File: src/rtl/i2c_pkg.sv
`default_nettype none
// ============================================================================
// Module  : i2c_pkg
// Brief   : Shared constants for the I2C bus sampler: FSM encoding, byte
//           width and ACK/NACK line levels.
// Revision: 1.0 - initial release
// ============================================================================
package i2c_pkg;

  localparam logic [1:0] c_ST_IDLE       = 2'd0;
  localparam logic [1:0] c_ST_START_HOLD = 2'd1;
  localparam logic [1:0] c_ST_DATA       = 2'd2;
  localparam logic [1:0] c_ST_ACK        = 2'd3;

  localparam int unsigned c_BYTE_BITS   = 8;
  localparam logic [3:0]  c_BIT_CNT_MAX = 4'(c_BYTE_BITS);

  localparam logic c_ACK  = 1'b0;
  localparam logic c_NACK = 1'b1;

endpackage
`default_nettype wire

File: src/rtl/i2c_sync_filter.sv
`default_nettype none
// ============================================================================
// Module  : i2c_sync_filter
// Brief   : Multi-flop synchronizer followed by a run-length glitch filter.
// Revision: 1.0 - initial release
// ============================================================================
module i2c_sync_filter #(
  parameter int SYNC_STAGES = 2,
  parameter int FILT_LEN    = 3
) (
  input  logic clk,
  input  logic rst_,
  input  logic line_in,
  output logic line_filt
);

  localparam logic [3:0] c_FILT_LAST = 4'(FILT_LEN - 1);

  logic [SYNC_STAGES-1:0] r_sync;
  logic                   r_filt;
  logic [3:0]             r_run;
  logic                   w_sync_out;
  logic                   w_differs;

  assign w_sync_out = r_sync[SYNC_STAGES-1];
  assign w_differs  = (w_sync_out != r_filt);

  // Flops come out of reset at the idle bus level so release makes no edge.
  always_ff @(posedge clk or negedge rst_) begin
    if (!rst_) begin
      r_sync <= '1;
    end else begin
      r_sync <= {r_sync[SYNC_STAGES-2:0], line_in};
    end
  end

  // r_run counts consecutive samples disagreeing with the accepted level.
  always_ff @(posedge clk or negedge rst_) begin
    if (!rst_) begin
      r_filt <= 1'b1;
      r_run  <= '0;
    end else if (!w_differs) begin
      r_run  <= '0;
    end else if (r_run == c_FILT_LAST) begin
      r_filt <= w_sync_out;
      r_run  <= '0;
    end else begin
      r_run  <= r_run + 4'd1;
    end
  end

  assign line_filt = r_filt;

endmodule
`default_nettype wire

File: src/rtl/i2c_bus_sampler.sv
`default_nettype none
// ============================================================================
// Module  : i2c_bus_sampler
// Brief   : Passive I2C bus monitor: detects START/STOP and captures data
//           and ACK bits on filtered SCL rising edges.
// Revision: 1.0 - initial release
// ============================================================================
module i2c_bus_sampler
  import i2c_pkg::*;
#(
  parameter int SYNC_STAGES = 2,
  parameter int FILT_LEN    = 3
) (
  input  logic       clk,
  input  logic       rst_,
  input  logic       scl_in,
  input  logic       sda_in,
  output logic       shift_en,
  output logic       shift_bit,
  output logic [3:0] bit_cnt,
  output logic       byte_done,
  output logic       ack_valid,
  output logic       ack_bit,
  output logic       start_det,
  output logic       stop_det,
  output logic       bus_busy
);

  logic w_scl;
  logic w_sda;
  logic r_scl_d;
  logic r_sda_d;

  i2c_sync_filter #(
    .SYNC_STAGES (SYNC_STAGES),
    .FILT_LEN    (FILT_LEN)
  ) u_scl_filter (
    .clk       (clk),
    .rst_      (rst_),
    .line_in   (scl_in),
    .line_filt (w_scl)
  );

  i2c_sync_filter #(
    .SYNC_STAGES (SYNC_STAGES),
    .FILT_LEN    (FILT_LEN)
  ) u_sda_filter (
    .clk       (clk),
    .rst_      (rst_),
    .line_in   (sda_in),
    .line_filt (w_sda)
  );

  always_ff @(posedge clk or negedge rst_) begin
    if (!rst_) begin
      r_scl_d <= 1'b1;
      r_sda_d <= 1'b1;
    end else begin
      r_scl_d <= w_scl;
      r_sda_d <= w_sda;
    end
  end

  logic w_scl_rise;
  logic w_scl_fall;
  logic w_start;
  logic w_stop;

  assign w_scl_rise = w_scl & ~r_scl_d;
  assign w_scl_fall = ~w_scl & r_scl_d;
  // Requiring SCL high on both sides makes a simultaneous SCL edge data movement.
  assign w_start    = w_scl & r_scl_d & r_sda_d & ~w_sda;
  assign w_stop     = w_scl & r_scl_d & ~r_sda_d & w_sda;

  logic [1:0] r_state;
  logic [1:0] w_state_nxt;
  logic [3:0] r_cnt;
  logic       r_shift_en;
  logic       r_shift_bit;
  logic [3:0] r_bit_cnt;
  logic       r_byte_done;
  logic       r_ack_valid;
  logic       r_ack_bit;
  logic       r_start_det;
  logic       r_stop_det;
  logic       r_busy;

  logic [3:0] w_cnt_nxt;
  logic       w_shift_en;
  logic       w_shift_bit;
  logic       w_byte_done;
  logic       w_ack_valid;
  logic       w_ack_bit;
  logic       w_start_det;
  logic       w_stop_det;
  logic       w_busy;

  // State and registered outputs; bit_cnt trails the internal count by a cycle.
  always_ff @(posedge clk or negedge rst_) begin
    if (!rst_) begin
      r_state     <= c_ST_IDLE;
      r_cnt       <= '0;
      r_bit_cnt   <= '0;
      r_shift_en  <= 1'b0;
      r_shift_bit <= 1'b0;
      r_byte_done <= 1'b0;
      r_ack_valid <= 1'b0;
      r_ack_bit   <= c_NACK;
      r_start_det <= 1'b0;
      r_stop_det  <= 1'b0;
      r_busy      <= 1'b0;
    end else begin
      r_state     <= w_state_nxt;
      r_cnt       <= w_cnt_nxt;
      r_bit_cnt   <= r_cnt;
      r_shift_en  <= w_shift_en;
      r_shift_bit <= w_shift_bit;
      r_byte_done <= w_byte_done;
      r_ack_valid <= w_ack_valid;
      r_ack_bit   <= w_ack_bit;
      r_start_det <= w_start_det;
      r_stop_det  <= w_stop_det;
      r_busy      <= w_busy;
    end
  end

  always_comb begin
    w_state_nxt = r_state;
    if (w_stop) begin
      w_state_nxt = c_ST_IDLE;
    end else if (w_start) begin
      w_state_nxt = c_ST_START_HOLD;
    end else begin
      case (r_state)
        c_ST_START_HOLD: if (w_scl_fall) w_state_nxt = c_ST_DATA;
        c_ST_DATA:       if (w_scl_fall && (r_cnt == c_BIT_CNT_MAX)) w_state_nxt = c_ST_ACK;
        c_ST_ACK:        if (w_scl_fall) w_state_nxt = c_ST_DATA;
        default:         w_state_nxt = r_state;
      endcase
    end
  end

  always_comb begin
    w_cnt_nxt   = r_cnt;
    w_shift_en  = 1'b0;
    w_shift_bit = r_shift_bit;
    w_byte_done = 1'b0;
    w_ack_valid = 1'b0;
    w_ack_bit   = r_ack_bit;
    w_start_det = 1'b0;
    w_stop_det  = 1'b0;
    w_busy      = r_busy;
    if (w_stop) begin
      w_stop_det = 1'b1;
      w_busy     = 1'b0;
      w_cnt_nxt  = '0;
    end else if (w_start) begin
      w_start_det = 1'b1;
      w_busy      = 1'b1;
      w_cnt_nxt   = '0;
    end else begin
      case (r_state)
        c_ST_START_HOLD: begin
          if (w_scl_fall) w_cnt_nxt = '0;
        end
        c_ST_DATA: begin
          // Saturate at a full byte; extra clocks before the ACK phase are ignored.
          if (w_scl_rise && (r_cnt < c_BIT_CNT_MAX)) begin
            w_shift_en  = 1'b1;
            w_shift_bit = w_sda;
            w_cnt_nxt   = r_cnt + 4'd1;
            w_byte_done = (r_cnt == (c_BIT_CNT_MAX - 4'd1));
          end
        end
        c_ST_ACK: begin
          if (w_scl_rise) begin
            w_ack_valid = 1'b1;
            w_ack_bit   = w_sda;
          end
          if (w_scl_fall) w_cnt_nxt = '0;
        end
        default: begin
          w_cnt_nxt = r_cnt;
        end
      endcase
    end
  end

  assign shift_en  = r_shift_en;
  assign shift_bit = r_shift_bit;
  assign bit_cnt   = r_bit_cnt;
  assign byte_done = r_byte_done;
  assign ack_valid = r_ack_valid;
  assign ack_bit   = r_ack_bit;
  assign start_det = r_start_det;
  assign stop_det  = r_stop_det;
  assign bus_busy  = r_busy;

endmodule
`default_nettype wire

File: config.mk
export PLATFORM = sky130hd
export DESIGN_NAME = i2c_bus_sampler
export DESIGN_NICKNAME = d
export VERILOG_FILES = /design/src/rtl/i2c_pkg.sv /design/src/rtl/i2c_sync_filter.sv /design/src/rtl/i2c_bus_sampler.sv
export SDC_FILE = /design/constraint.sdc
export NUM_CORES = 1
export LEC_CHECK = 0
export BUFFER_PORTS_ARGS = -buffer_cell sky130_fd_sc_hd__clkbuf_2
export CELL_PAD_IN_SITES_DETAIL_PLACEMENT = 1
export CELL_PAD_IN_SITES_GLOBAL_PLACEMENT = 1
export CORE_MARGIN = 2
export CORE_UTILIZATION = 45
export DETAILED_ROUTE_END_ITERATION = 7
export GPL_TIMING_DRIVEN = 0
export MAX_ROUTING_LAYER = met4
export PLACE_DENSITY = 0.88
export SETUP_SLACK_MARGIN = 0.2
export SYNTH_ARGS = -nofsm -noshare
export SYNTH_HDL_FRONTEND = slang
export SYNTH_SLANG_ARGS = --single-unit
File: constraint.sdc
create_clock -name clk -period 2 [get_ports clk]
set_input_delay 0.4 -clock clk [delete_from_list [all_inputs] [get_ports clk]]
set_output_delay 0.4 -clock clk [all_outputs]
set_load 0.02 [all_outputs]
==> flow_summary.yaml, run 1 <==
synth:
  ys_types: 30
  netlist_area_um2: 1410
  synth_ff_type: "dfrtp_1"
  synth_top_cells_by_area: "dfrtp_1, dfstp_2, ha_1, nor2_1, xnor2_1"
  synth_area_per_cell_um2: 12.6
  synth_edf_count: 0
  yosys.area.top_type: "dfrtp_1"
  ys_ff_latch: 34
  yosys_warnings: 0
  syn_inst: 112
  async_flop_share_pct: 100
  syn_nets: 122
  synth_top_area_share_pct: 44.5
  synth_seq_area_share_pct: 61.3
run_status:
  outcome: "completed"
finish:
  fin_cells: 168
  multi_input_area_um2: 502
  drive_gt1_share_pct: 31.9
  n_antenna_cell: 0
  register_area_um2: 862
  final_cell_mix: "dfrtp_1, clkbuf_2, nor2_1"
  num-fill-cells: 325
  final_core_util_pct: 53.3
  area_growth_pct: 13.9
  final_nets: 144
  final_common_cell: "dfrtp_1"
clocking:
  clkLatencyLatePin_ps: 330
  cts_tree: "built"
  cts_root_buf: "clkbuf_4"
  clkSinkCount: 34
  cts_buffers: 5
  postCtsSetupBuffers: 0
  post_cts_resized: 0
  htree_levels: 2
  clkSlewWorstSetupHoldPaths_ps: 100
  cts_max_path_buffers: 2
  hold_buffers: 0
floorplan:
  start_util_pct: 46.8
  die_h_um: 59.9
  die-area_um2: 3590
  num_rows: 20
  coreArea_um2: 3000
  die_w_um: 59.9
  ios: 16
placed_design:
  numPortBuffers: 15
  dp_hpwl_mm: 1.71
  dpl.cell_count: 160
  gp_congestion: 0.847
drt:
  met2_length_mm: 1.20
  routed_via_density: 5.20
  dr_wl_met3_um: 89
  routed_wl_mm: 2.33
  vias: 873
  drcViolationCount: 0
  ant_nets: 0
  wl_per_cell_um: 13.9
  firstDrtPassIters: 4
  maxUsedRoutingLayer: "met4"
  drt-met1-wl_um: 981
  drt_iter0_drc: 8
grt:
  grt_usage_pct: 16.6
  grt-ovfl-total: 0
  grt_pass1_wl_mm: 4.11
  grt_pass1_vias: 935
  antenna_found_initial: 0
  grt_max_degree: 35
timing:
  max_freq_ghz: 0.634
  fin_crit_sh_pct: 78.9
  skew_ps: 5.34
  setup_viol_count_final: 0
  drv_slew: 0
  finalHoldViolCount: 0
  tns_ps: 0
  tightest_slew_ps: 799
  rsz0062_at_grt: "no"
  min_period_ps: 1580
  relSlewSlack_pct: 46.7
job:
  cap_violations: 0
worst_setup_path:
  worst-setup-path-type: "reg -> reg"
  ff2ff_path_depth: 3
  arrival_ps: 1800
  cp_max_fo: 9
  startpoint_type: "flip-flop"
  cp-end-kind: "flip-flop"
  critPathRequiredTime_ps: 2230
power:
  p_per_area_nw_per_um2: 1480
  worst_ir_drop_vdd_mv: 0.542
  leakage_uw: 0.000773
  total_power_uw: 2370
hold_path:
  hp-class: "in -> async"
## power breakdown
group / internal (uW) / leakage (uW) / switching [uW]
sequential: 921 / 0.000426 / 175
clock: 240 / 0.0000446 / 213
combinational: 371 / 0.000302 / 450
## critical path, stage by stage (launching register included)
cell and delay (ps):
dfrtp_1 490, nor4b_4 460, and2_4 230, mux2_4 290
## cell families (layout without fill, tap and decap cells)
logic type	count (synthesis)	count (layout)	share of synthesized area, %
muxes	4	4	3.47
and+or+nand+nor	34	34	14.5
xor gates and xnor gates	7	7	4.36
DFF	34	34	61.3
adders and majority gates	6	6	5.34
AOI/OAI and AO/OA	18	18	8.01
buffers and inverters	9	32	3.02
## worst paths after layout
path                                        start                     end  slack [ps]
hold / removal                               rst_              r_state[1]         130
setup / recovery                       r_state[0]               shift_bit         420
min in group clk                           scl_in  u_scl_filter.r_sync[0]         140
max in group asynchronous                    rst_              bit_cnt[1]        1360
setup reg to reg                       r_state[0]               shift_bit         420
hold reg to reg            u_sda_filter.r_sync[0]  u_sda_filter.r_sync[1]         360
## synthesized netlist by cell type (3+ instances only)
cell type	count
ha_1	6
nand2_1	3
a21oi_1	3
nand3_1	4
nor2_1	12
nand2b_1	3
inv_1	7
mux2_2	3
o21ai_0	8
dfstp_2	9
xnor2_1	5
dfrtp_1	25
nor2b_1	4
## layout make-up
cell class | count | area share (%)
timing repair buffer | 15 | 4.69
tap | 33 | 2.58
sequential | 34 | 53.8
buffer | 2 | 1.02
multi-input combinational | 69 | 31.3
clock buffer | 8 | 4.92
inverter | 7 | 1.64
## flip-flops by register name, summed over array words and instances (netlist names)
| register | cells |
|---|---|
| ack_bit | 1 |
| ack_valid | 1 |
| bit_cnt | 4 |
| bus_busy | 1 |
| byte_done | 1 |
| r_cnt | 4 |
| r_scl_d | 1 |
| r_sda_d | 1 |
| r_state | 2 |
| shift_bit | 1 |
| shift_en | 1 |
| start_det | 1 |
| stop_det | 1 |
| u_scl_filter.line_filt | 1 |
| u_scl_filter.r_run | 4 |
| u_scl_filter.r_sync | 2 |
| u_sda_filter.line_filt | 1 |
| u_sda_filter.r_run | 4 |
| u_sda_filter.r_sync | 2 |
## stage by stage
step	hold WS (ps)	setup WS (ps)	cell area [um2]
after floorplan	104	570	1410
after global placement	346	482	1520
after detailed placement	347	453	1520
after CTS	114	430	1600
after global routing	111	367	1600
final	134	422	1600
## routing by layer
layer,up-vias,GRT usage [%]
met4,0,9.52
li1,419,-
met1,433,17.0
met5,-,-
met3,6,5.84
met2,15,27.3
No activity file was read; power rests on OpenSTA's default activity.
==> run 2: changes to the inputs <==
--- a/config.mk
+++ b/config.mk
@@ -9,11 +9,11 @@
 export CELL_PAD_IN_SITES_DETAIL_PLACEMENT = 1
 export CELL_PAD_IN_SITES_GLOBAL_PLACEMENT = 1
 export CORE_MARGIN = 2
-export CORE_UTILIZATION = 45
+export CORE_UTILIZATION = 41
 export DETAILED_ROUTE_END_ITERATION = 7
 export GPL_TIMING_DRIVEN = 0
 export MAX_ROUTING_LAYER = met4
-export PLACE_DENSITY = 0.88
+export PLACE_DENSITY = 0.85
 export SETUP_SLACK_MARGIN = 0.2
 export SYNTH_ARGS = -nofsm -noshare
 export SYNTH_HDL_FRONTEND = slang
==> constraint.sdc (replaced) <==
create_clock -name clk -period 1.3 [get_ports clk]
set_input_delay 0.26 -clock clk [delete_from_list [all_inputs] [get_ports clk]]
set_output_delay 0.26 -clock clk [all_outputs]
set_load 0.02 [all_outputs]
==> run 2 against run 1 <==
  * The run now ends with hold timing, setup timing left
  * Hold slack worse by 150 ps
  * First-iteration DRC count is 38% higher
  * Die area increased by 9.1%
  * Highest routed layer unchanged
==> flow_summary.yaml, run 2 (same netlist as run 1, synthesis figures left out) <==
run_status:
  outcome: "finished with violations"
  violations: "hold timing, setup timing"
floorplan:
  die_w_um: 62.6
  ios: 16
  coreArea_um2: 3310
  die_h_um: 62.6
  num_rows: 21
  start_util_pct: 42.5
  die-area_um2: 3910
timing:
  rsz0062_at_grt: "yes"
  setup_viol_count_final: 7
  skew_ps: 6.62
  tns_ps: -608
  worst_slack_ps: -148
  max_freq_ghz: 0.691
  relSlewSlack_pct: 46.5
  tightest_slew_ps: 802
  drv_slew: 0
  fin_crit_sh_pct: 111
  holdWs_ps: -16.1
  finalHoldViolCount: 17
  min_period_ps: 1450
drt:
  wl_per_cell_um: 17.9
  vias: 1027
  drt_iter0_drc: 11
  routed_wl_mm: 3.54
  firstDrtPassIters: 4
  drcViolationCount: 0
  ant_nets: 0
  routed_via_density: 5.19
clocking:
  cts_max_path_buffers: 2
  clkLatencyLatePin_ps: 340
  clkSlewWorstSetupHoldPaths_ps: 100
  htree_levels: 2
  cts_buffers: 5
  clkSinkCount: 34
  cts_tree: "built"
  cts_root_buf: "clkbuf_4"
worst_setup_path:
  cp_max_fo: 4
  cp-end-kind: "flip-flop"
  arrival_ps: 1710
  critPathSlowestCell: "dfstp_2"
  critPathRequiredTime_ps: 1560
  startpoint_type: "flip-flop"
  path_buf_inv: 2
  worst-setup-path-type: "reg -> reg"
  critPathTopFamily: "flip-flops"
  worstPathCellList: "buf_6, nor4b_4, buf_4, a221o_2, a21oi_2"
  crit_path_max_incr_delay_ps: 540
placed_design:
  gp_congestion: 0.734
  numPortBuffers: 15
  place_area_um2: 1550
  dp_hpwl_mm: 1.93
finish:
  final_common_cell: "dfrtp_1"
  drive_gt1_share_pct: 51.3
  n_antenna_cell: 0
  final_cell_mix: "dfrtp_1, buf_4, clkbuf_8"
  final_core_util_pct: 59.3
  final_nets: 161
  stdcell_area_um2: 1960
  area_growth_pct: 39.7
hold_path:
  hp-class: "in -> async"
power:
  leakage_uw: 0.000913
  p_per_area_nw_per_um2: 2410
  worst_ir_drop_vdd_mv: 0.859
grt:
  grt_max_degree: 35
  antenna_found_initial: 0
  grt_usage_pct: 19.6
  grt_pass1_vias: 1166
  grt-ovfl-total: 0
  grt_pass1_wl_mm: 5.60
job:
  cap_violations: 0
## run 2: cell types whose count changed in the layout (fill, tap and decap cells not counted), sizes merged
cell,change
clkbuf,-2
bufinv,+1
buf,+16
dlygate4sd3,+2
## run 2: worst paths after layout
check | slack [ps] | cells past startpoint | from | end
hold / removal | -20 | 1 | rst_ | shift_bit
min in group clk | 360 | 0 | u_scl_filter.r_sync[0] | u_scl_filter.r_sync[1]
setup / recovery | -150 | 5 | r_scl_d | r_cnt[1]
setup reg to reg | -150 | 5 | r_scl_d | r_cnt[1]
max in group asynchronous | 760 | 1 | rst_ | r_state[0]
hold reg to reg | 360 | 0 | u_scl_filter.r_sync[0] | u_scl_filter.r_sync[1]
## run 2: report_power, final
| group | leakage, uW | switching (uW) | total [uW] | internal [uW] |
|---|---|---|---|---|
| Clock | 0.0000395 | 350 | 758 | 408 |
| Combinational | 0.000449 | 1080 | 2260 | 1180 |
| Sequential | 0.000425 | 306 | 1730 | 1420 |
| Total | 0.000913 | 1730 | 4740 | 3010 |
## run 2: per-layer routing
metal / share of wire, % / wire, um / track usage (%)
met5: 0 / 0 / -
met4: 4.9 / 173 / 10.8
met3: 4.4 / 157 / 5.41
met2: 53 / 1860 / 35.5
met1: 38 / 1350 / 18.7
## run 2: area by class of cell
class,instances,area (um2)
fill,339,1350
sequential,34,863
multi-input combinational,69,598
timing repair buffer,32,322
tap,46,57.6
clock buffer,7,45.0
clock inverter,1,30.0
inverter,7,26.3
buffer,2,22.5
## run 2: worst register-to-register path, delay by kind of cell, from the launching register on
family	cells	cell delay, ps
DFF	1	540
buffers and inverters	2	260
and+or+nand+nor	1	50
AOI/OAI and AO/OA	2	530
## run 2: stage by stage
step | setup slack (ps) | std cells | total power [uW]
3_5_place_dp | -230 | 173 | 3080
2_1_floorplan | -118 | 112 | 2660
4_1_cts | -122 | 191 | 4320
6_report | -148 | 198 | 4740
5_1_grt | -206 | 198 | 5040
3_3_place_gp | -196 | 173 | 2940
## run 2: repair_timing
| action | 4_1_cts | 5_1_grt |
|---|---|---|
| hold endpoints to repair | 2 | 0 |
| hold buffers | 2 | 0 |
| setup endpoints to repair | 29 | 35 |
| pin swaps | 9 | 8 |
| gates cloned | 0 | 0 |
| buffers inserted | 8 | 7 |
| resized for setup | 40 | 15 |
==> run 3: changes to the inputs <==
--- a/config.mk
+++ b/config.mk
@@ -5,16 +5,18 @@
 export SDC_FILE = /design/constraint.sdc
 export NUM_CORES = 1
 export LEC_CHECK = 0
+export ABC_AREA = 1
 export BUFFER_PORTS_ARGS = -buffer_cell sky130_fd_sc_hd__clkbuf_2
 export CELL_PAD_IN_SITES_DETAIL_PLACEMENT = 1
 export CELL_PAD_IN_SITES_GLOBAL_PLACEMENT = 1
 export CORE_MARGIN = 2
-export CORE_UTILIZATION = 41
+export CORE_UTILIZATION = 39
 export DETAILED_ROUTE_END_ITERATION = 7
 export GPL_TIMING_DRIVEN = 0
 export MAX_ROUTING_LAYER = met4
 export PLACE_DENSITY = 0.85
 export SETUP_SLACK_MARGIN = 0.2
+export SLEW_MARGIN = 10
 export SYNTH_ARGS = -nofsm -noshare
 export SYNTH_HDL_FRONTEND = slang
 export SYNTH_SLANG_ARGS = --single-unit
==> run 3 against run 2 <==
  * The flow finishes with violations (setup timing)
  * Largest cell class unchanged
  * Combinational power shrank 3%
  * Sequential share of layout area shrank 0.28 points
  * Critical endpoint is now r_state[1]
  * First-iteration DRC count grew to 3.3 times the previous value
  * Global-route usage grew 1.3 points
  * Hold slack gained 69 ps
  * Routed wire length grew 14%
  * Critical path type unchanged
  * Design area grew 0.64%
  * Critical path depth grew 2
==> flow_summary.yaml, run 3 <==
synth:
  synth_edf_count: 0
  synthSimpleGateAreaFrac_pct: 21.5
  synth_top_family_by_area: "simple AND/OR/NAND/NOR gates"
  synth_top_area_share_pct: 43.4
  synth-xor-area-share_pct: 3.64
  synth_common_cells: "nand2_1, dfrtp_1, inv_1, nor2_1, nand3_1"
  yosys_warnings: 0
  synth_compound_area_share_pct: 4.42
  syn_nets: 158
  yosys.area.top_type: "dfrtp_1"
  synth_top_cells_by_area: "dfrtp_1, dfstp_2, nand2_1, ha_1, inv_1"
  synth_seq_area_share_pct: 59.8
  ys_ff_latch: 34
  synthAdderAreaFrac_pct: 5.20
  ys_types: 21
  syn_inst: 148
  synth_mux_area_share_pct: 0
  async_flop_share_pct: 100
  synth_area_per_cell_um2: 9.75
  yosysMostFrequentCell: "nand2_1"
  netlist_area_um2: 1440
  synth_ff_type: "dfrtp_1"
grt:
  antenna_found_initial: 0
  grt_pass1_vias: 1307
  grt_usage_pct: 20.9
  grt_pass1_wl_mm: 6.29
  grt_max_degree: 35
  grt-ovfl-total: 0
drt:
  drcViolationCount: 0
  vias: 1142
  drt_iter0_drc: 36
  routed_wl_mm: 4.04
  routed_via_density: 4.90
  ant_nets: 0
  firstDrtPassIters: 3
  wl_per_cell_um: 17.3
timing:
  fin_crit_sh_pct: 110
  drv_slew: 0
  worst_slack_ps: -127
  relSlewSlack_pct: 42.1
  min_period_ps: 1430
  max_freq_ghz: 0.701
  rsz0062_at_grt: "yes"
  skew_ps: 8.07
  holdWs_ps: 53.3
  tns_ps: -452
  tightest_slew_ps: 868
  setup_viol_count_final: 6
  finalHoldViolCount: 0
finish:
  area_growth_pct: 37.0
  register_area_um2: 863
  final_cell_mix: "dfrtp_1, nand2_1, inv_1"
  drive_gt1_share_pct: 46.5
  n_antenna_cell: 0
  final_nets: 194
  multi_input_area_um2: 634
  fin_cells: 233
  final_common_cell: "dfrtp_1"
  num-fill-cells: 400
  stdcell_area_um2: 1980
floorplan:
  ios: 16
  coreArea_um2: 3610
  die_h_um: 64.8
  start_util_pct: 40.0
  num_rows: 22
  die_w_um: 64.8
  die-area_um2: 4200
clocking:
  clkLatencyLatePin_ps: 290
  cts_buffers: 5
  clkSinkCount: 34
  hold_buffers: 0
  htree_levels: 2
  cts_root_buf: "clkbuf_8"
  cts_max_path_buffers: 2
  cts_tree: "built"
  clkSlewWorstSetupHoldPaths_ps: 70
hold_path:
  hp-class: "in -> reg"
  holdCritStartpoint: "sda_in"
placed_design:
  dp_hpwl_mm: 2.29
  place_area_um2: 1590
  dpl.cell_count: 211
  numPortBuffers: 15
  gp_congestion: 0.727
power:
  leakage_uw: 0.00103
  worst_ir_drop_vdd_mv: 0.909
  p_per_area_nw_per_um2: 2450
  total_power_uw: 4850
worst_setup_path:
  critPathRequiredTime_ps: 1530
  cp_max_fo: 6
  startpoint_type: "flip-flop"
  r2r-start: "u_scl_filter.line_filt"
  cp-end-kind: "flip-flop"
  crit_start: "u_scl_filter.line_filt"
  worst-setup-path-type: "reg -> reg"
  arrival_ps: 1660
run_status:
  outcome: "finished with violations"
  violations: "setup timing"
job:
  cap_violations: 0
==> run 3: stage by stage <==
| stage | setup WS, ps | utilization (%) |
|---|---|---|
| after floorplan | 131 | - |
| after global placement | 46.4 | 44.0 |
| after detailed placement | -25.6 | 44.0 |
| after CTS | 22.7 | 52.6 |
| after global routing | -171 | 54.8 |
| final | -127 | 54.8 |
==> run 3: worst max-delay path, cell delays in order (launching register included) <==
cell,delay (ps)
dfstp_2,610
buf_4,140
nand3_1,110
nand2_1,130
nand2_2,100
o211ai_1,110
nand2_1,80
inv_1,70
==> run 3: report_power, final <==
part	internal [uW]	leakage, uW	total [uW]	switching (uW)
logic	929	0.000548	2190	1260
clock network	535	0.0000575	920	385
registers	1410	0.000424	1730	319
total	2880	0.00103	4850	1970
==> run 3: what timing repair did <==
| item | in CTS | in global routing |
|---|---|---|
| resized for setup | 27 | 28 |
| buffers inserted | 13 | 1 |
| endpoints found under the setup margin | 19 | 27 |
| pin swaps | 10 | 7 |
==> run 3: cells by family after synthesis <==
logic type,count (synthesis)
adder cells (fa/ha/maj),6
XOR/XNOR,6
flip-flops,34
buffers and inverters,21
AND/OR/NAND/NOR,72
AO/OA/AOI/OAI,9
==> run 3: final timing paths <==
kind                                          end  slack, ps  cells past startpoint
max                                    r_state[1]       -130                      7
min                        u_sda_filter.r_sync[0]         50                      1
max reg2reg                            r_state[1]       -130                      7
min reg2reg                u_sda_filter.r_sync[1]        370                      0
max in group asynchronous              r_state[0]        640                      1
min in group asynchronous                r_cnt[3]         70                      1
==> run 3: layout make-up <==
type | count | area share [%]
multi-input cells | 93 | 32.1
inverters | 21 | 4.24
repair buffers | 29 | 11.4
well taps | 48 | 3.04
clock buffers | 8 | 5.57
flip-flops and latches | 34 | 43.7
==> run 3: routing by layer <==
layer | share of wire, % | routed length, um | GRT usage [%]
met1 | 39 | 1590 | 20.3
met2 | 56 | 2250 | 39.4
met3 | 2.2 | 90 | 4.69
met4 | 2.6 | 105 | 8.78
met5 | 0 | 0 | -
